### src/rtl/booth_pkg.sv
// Shared types and helpers for the booth multiplier / product accumulator.
// Holds the accumulator state encoding and a width-generic saturating add.
package booth_pkg;

  localparam int N_DEF     = 10;
  localparam int ACC_W_DEF = 24;
  localparam int LEN_W_DEF = 8;
  localparam int SAT_MAX_W = 64;

  typedef enum logic [1:0] {
    IDLE  = 2'd0,
    ACCUM = 2'd1,
    HOLD  = 2'd2
  } acc_state_t;

  typedef logic signed [SAT_MAX_W-1:0] sat_word_t;

  // a and b must already be sign-extended values of a w-bit range
  function automatic sat_word_t sat_add(
    input  sat_word_t   a,
    input  sat_word_t   b,
    input  int unsigned w,
    output logic        ovf
  );
    logic signed [SAT_MAX_W:0] s;
    logic signed [SAT_MAX_W:0] hi;
    logic signed [SAT_MAX_W:0] lo;
    sat_word_t                 r;
    s  = {a[SAT_MAX_W-1], a} + {b[SAT_MAX_W-1], b};
    hi = (65'sd1 <<< (w - 1)) - 65'sd1;
    lo = -hi - 65'sd1;
    ovf = 1'b1;
    if (s > hi) begin
      r = hi[SAT_MAX_W-1:0];
    end else if (s < lo) begin
      r = lo[SAT_MAX_W-1:0];
    end else begin
      ovf = 1'b0;
      r   = s[SAT_MAX_W-1:0];
    end
    return r;
  endfunction

endpackage

### src/rtl/sat_adder.sv
// W-bit signed adder that clamps to the representable range.
// ovf reports that the result was clamped.
module sat_adder
  import booth_pkg::*;
#(
  parameter int W = ACC_W_DEF
) (
  input  logic signed [W-1:0] a,
  input  logic signed [W-1:0] b,
  output logic signed [W-1:0] sum,
  output logic                ovf
);

  sat_word_t r;

  always_comb begin
    r   = sat_add(sat_word_t'(a), sat_word_t'(b), W, ovf);
    sum = W'(r);
  end

endmodule

### src/rtl/product_accumulator.sv
// Sums a programmed number of signed products with saturation and
// hands the total downstream over a valid/ready handshake.
module product_accumulator
  import booth_pkg::*;
#(
  parameter int N     = N_DEF,
  parameter int ACC_W = ACC_W_DEF,
  parameter int LEN_W = LEN_W_DEF
) (
  input  logic             clk,
  input  logic             rst_n,
  input  logic             start,
  input  logic [LEN_W-1:0] len,
  input  logic             p_valid,
  output logic             p_ready,
  input  logic [2*N-1:0]   p_data,
  output logic             acc_valid,
  input  logic             acc_ready,
  output logic [ACC_W-1:0] acc_data,
  output logic             sat_flag,
  output logic             busy
);

  if (ACC_W < 2 * N) begin : g_bad_width
    $error("product_accumulator: ACC_W must be >= 2*N");
  end

  acc_state_t state_q, state_d;
  logic signed [ACC_W-1:0] acc_q, acc_d;
  logic                    sat_q, sat_d;
  logic [LEN_W-1:0]        cnt_q, cnt_d;

  logic signed [ACC_W-1:0] term;
  logic signed [ACC_W-1:0] sum;
  logic                    ovf;

  assign term = ACC_W'($signed(p_data));

  sat_adder #(.W(ACC_W)) u_add (
    .a   (acc_q),
    .b   (term),
    .sum (sum),
    .ovf (ovf)
  );

  always_ff @(posedge clk) begin
    if (!rst_n) begin
      state_q <= IDLE;
      acc_q   <= '0;
      sat_q   <= 1'b0;
      cnt_q   <= '0;
    end else begin
      state_q <= state_d;
      acc_q   <= acc_d;
      sat_q   <= sat_d;
      cnt_q   <= cnt_d;
    end
  end

  always_comb begin
    state_d = state_q;
    acc_d   = acc_q;
    sat_d   = sat_q;
    cnt_d   = cnt_q;
    unique case (state_q)
      IDLE: begin
        if (start) begin
          acc_d   = '0;
          sat_d   = 1'b0;
          cnt_d   = len;
          state_d = (len == '0) ? HOLD : ACCUM;
        end
      end
      ACCUM: begin
        if (p_valid) begin
          acc_d = sum;
          sat_d = sat_q | ovf;
          cnt_d = cnt_q - LEN_W'(1);
          if (cnt_q == LEN_W'(1)) state_d = HOLD;
        end
      end
      HOLD: begin
        if (acc_ready) state_d = IDLE;
      end
      default: state_d = IDLE;
    endcase
  end

  always_comb begin
    p_ready   = (state_q == ACCUM);
    acc_valid = (state_q == HOLD);
    busy      = (state_q == ACCUM) || (state_q == HOLD);
    acc_data  = acc_q;
    sat_flag  = sat_q;
  end

endmodule
### config.mk
export PLATFORM = sky130hd
export DESIGN_NAME = product_accumulator
export DESIGN_NICKNAME = d
export VERILOG_FILES = /design/src/rtl/booth_pkg.sv /design/src/rtl/sat_adder.sv /design/src/rtl/product_accumulator.sv
export SDC_FILE = /design/constraint.sdc
export NUM_CORES = 1
export LEC_CHECK = 0
export CAP_MARGIN = 20
export CORE_ASPECT_RATIO = 1.75
export CORE_UTILIZATION = 40
export CTS_BUF_LIST = sky130_fd_sc_hd__clkbuf_4
export DETAILED_ROUTE_END_ITERATION = 10
export PLACE_DENSITY = 0.7
export SKIP_LAST_GASP = 1
export SLEW_MARGIN = 20
export SYNTH_ARGS = -nofsm -noshare
export SYNTH_HDL_FRONTEND = slang
export SYNTH_HIERARCHICAL = 1
export SYNTH_SLANG_ARGS = --single-unit
### constraint.sdc
create_clock -name clk -period 3.1 [get_ports clk]
set_clock_uncertainty 0.1 [all_clocks]
set_input_delay 0.775 -clock clk [delete_from_list [all_inputs] [get_ports clk]]
set_output_delay 0.775 -clock clk [all_outputs]
set_load 0.005 [all_outputs]
==> impl_metrics.py <==
metrics = {
    "status": {
        "outcome": "finished, final reports clean",
    },
    "yosys": {
        "ys_warn_count": 6,
        "ys_seq_elements": 35,
        "ys_types": 90,
        "ys_top_cells_by_area": "dfxtp_1 19%, ha_1 9.9%, a22oi_1 5.5%, a21oi_1 5.5%, nor2_1 4.5%",
        "yosysTopAreaCell": "dfxtp_1",
        "synth_xor_area_share_pct": 3.345,
        "ys.flop_type": "dfxtp_1",
        "syn_area_per_cell_sq_um": 7.970,
        "synth_area_sq_um": 3666,
        "synth-adder-area-share_pct": 11.57,
        "synth-async-reset-ratio_pct": 0,
        "syn_nets": 523,
        "synthCells": 460,
        "yosys.area_share.simple_pct": 20.27,
        "synth_compound_area_share_pct": 37.95,
        "synth_top_area_share_pct": 19.11,
        "yosysSeqAreaShare_pct": 19.11,
        "synth.area.mux_share_pct": 0.8191,
        "synth_top_family_by_area": "compound AO/OA/AOI/OAI gates",
        "synth_edf_count": 0,
    },
    "setup_path": {
        "cp_slowest_cell": "fa_2",
        "crit_required_ns": 3.32,
        "cp_cell_sequence": "clkbuf_2 > ha_4 > inv_2 > fa_2 > nand2b_4 > a21o_1 > a21boi_2 > a211oi_4 > o2111ai_4 > buf_6 > buf_4 > a21oi_1 > o32ai_1 > a22oi_1 > nor2_1",
        "max_stage_delay_ns": 0.35,
        "cp-endpoint": "acc_data[13]",
        "critPathLaunch": "p_data[0]",
        "path_class": "input port to flop",
        "r2r_end": "acc_data[13]",
        "reg2regPathDepth": 13,
        "rrSetupSlack_ns": 0.09,
        "worstSetupEndpointType": "flop",
        "crit_arrival_ns": 3.28,
        "worstReg2RegStart": "acc_data[1]",
        "startpoint_type": "input port",
        "cp_max_fo": 5,
    },
    "sta": {
        "final_period_minus_worst_setup_slack_ns": 3.056,
        "rsz0062_at_grt": "true",
        "setup-tns-final_ns": 0,
        "max_freq_mhz": 327.2,
        "slew_viol_final": 0,
        "hold_violations": 0,
        "relSlewSlack_pct": 41.80,
        "tightest_slew_ns": 0.8704,
        "final-setup-viol-count": 0,
        "finalCritPeriodShare_pct": 98.59,
    },
    "detailed_routing": {
        "wl_met2_um": 7572,
        "totalWireLength_um": 14150,
        "via_per_inst": 6.059,
        "drtIter0Drc": 326,
        "drtPass1Iterations": 4,
        "drc": 0,
        "maxUsedRoutingLayer": "met4",
        "wl_met1_um": 4936,
        "ant_nets": 0,
        "routedWlPerCell_um": 18.85,
        "vias": 4550,
        "met3_length_um": 572,
    },
    "clock_tree": {
        "cts_buffers": 5,
        "h-tree-depth": 2,
        "root_buffer": "clkbuf_4",
        "worstSkewPairLatency_ns": 0.37,
        "hold_buffers": 0,
        "cts.sinks": 35,
        "path_clk_slew_ns": 0.14,
        "cts_tree": "yes",
        "clockBufferDepth": 2,
    },
    "min_path": {
        "min-delay-start": "state_q[0]",
        "hold_path_class": "flop to flop",
    },
    "floorplanning": {
        "row_count": 45,
        "die-area_sq_um": 9567,
        "start_util_pct": 41.74,
        "die_h_um": 128.6,
        "core_region_area_sq_um": 8783,
        "io_pins": 61,
        "die_width_um": 74.37,
    },
    "placed_design": {
        "port_buffers": 60,
        "place_congestion": 1.011,
        "dp.final_hpwl_um": 10520,
        "dpl.cell_count": 730,
    },
    "power": {
        "ir_worst_vdd_v": 0.0005807,
        "p_leak_nw": 2.453,
        "power_mw": 2.912,
        "power.density_nw_per_um2": 499.5,
    },
    "global_routing": {
        "antenna_found_initial": 1,
        "grt_pass1_vias": 4618,
        "grt_start_max_net_pins": 27,
        "overflow": 0,
        "grt_pass1_wl_um": 22110,
        "grtUsageTotal_pct": 30.09,
    },
    "finish": {
        "area_delta_synth_final_pct": 59.04,
        "instances_no_fill": 751,
        "final_cell_mix": "117 x buf_4, 44 x nor2_1, 40 x clkdlybuf4s50_1",
        "drive_gt1_share_pct": 37.44,
        "finalNetCount": 695,
        "final_util_pct": 66.38,
        "final_common_cell": "buf_4",
    },
    "job": {
        "drv_cap": 0,
    },
}
registers in the layout (all words and copies together) (netlist names):
name / cells
acc_data: 24
cnt_q: 8
sat_flag: 1
state_q: 2
per-layer routing:
metal,track usage (%),vias to the layer above
met4,22.42,0
met3,5.090,67
li1,-,2102
met1,29.00,2181
met5,0,-
met2,54.74,200
cell type report:
| class | instances | area (sq um) |
|---|---|---|
| Multi-Input combinational cell | 382 | 3157 |
| Clock buffer | 5 | 37.54 |
| Fill cell | 762 | 2953 |
| Clock inverter | 3 | 43.79 |
| Antenna cell | 1 | 2.502 |
| Timing Repair Buffer | 192 | 1683 |
| Inverter | 16 | 60.06 |
| Sequential cell | 35 | 700.7 |
| Tap cell | 117 | 146.4 |
report_power, final:
| part | switching, mW | internal [mW] |
|---|---|---|
| logic | 0.967 | 0.925 |
| registers | 0.115 | 0.536 |
| clock network | 0.199 | 0.170 |
| total | 1.28 | 1.63 |
synth_stat cells (3+ instances only):
cell      count
a211oi_1      6
a21boi_0      4
a21o_1       13
a21oi_1      40
a21oi_2       3
a22oi_1      27
a311o_1       3
a31oi_1       3
buf_2         7
buf_4         5
buf_6         4
clkbuf_1      6
clkbuf_8      3
dfxtp_1      35
ha_1         29
inv_1        16
maj3_1        3
mux2i_1       3
nand2_1      31
nand2b_1      4
nand3_1      14
nand4_1      10
nor2_1       44
nor2b_1       6
nor3_1        5
nor4_1        5
o211ai_1      6
o21ai_0      27
o221a_2       4
o22ai_1       4
o31ai_1       3
xnor2_1       8
xor2_1        6
through the flow:
stage                     instance area [sq um]  setup slack [ns]  hold WS [ns]
after global routing                       5831          -0.08389        0.4323
after global placement                     5191           -0.7243        0.3674
after CTS                                  5638         -0.009259        0.4058
after floorplan                            3707           0.01327        0.3454
final                                      5831           0.04369        0.3977
after detailed placement                   5191           -0.7404        0.3860
what timing repair did:
item / 4_1_cts / 5_1_grt
resized for setup: 60 / 41
setup buffers: 7 / 5
endpoints found under the setup margin: 25 / 24
pin swaps: 22 / 33
worst max-delay path, delay by kind of cell:
kind,cells,cell delay (ns)
AOI/OAI and AO/OA,7,1.32
adders and majority gates,2,0.48
buffers and inverters,4,0.42
and+or+nand+nor,2,0.28
cell families after synthesis:
logic type / count (synthesis)
simple gates: 144
buf+inv: 43
compound gates: 187
mux: 3
flops: 35
xor+xnor: 14
fa+ha+maj: 34
how the worst min path moves through the flow:
stage,to,slack (ns),cells after the start
4_1_cts,cnt_q[7],0.41,1
6_report,state_q[0],0.40,2
5_1_grt,state_q[0],0.43,2
3_5_place_dp,cnt_q[7],0.39,1
2_1_floorplan,cnt_q[7],0.35,1
3_3_place_gp,state_q[0],0.37,2
No activity file was read; power rests on OpenSTA's default activity.
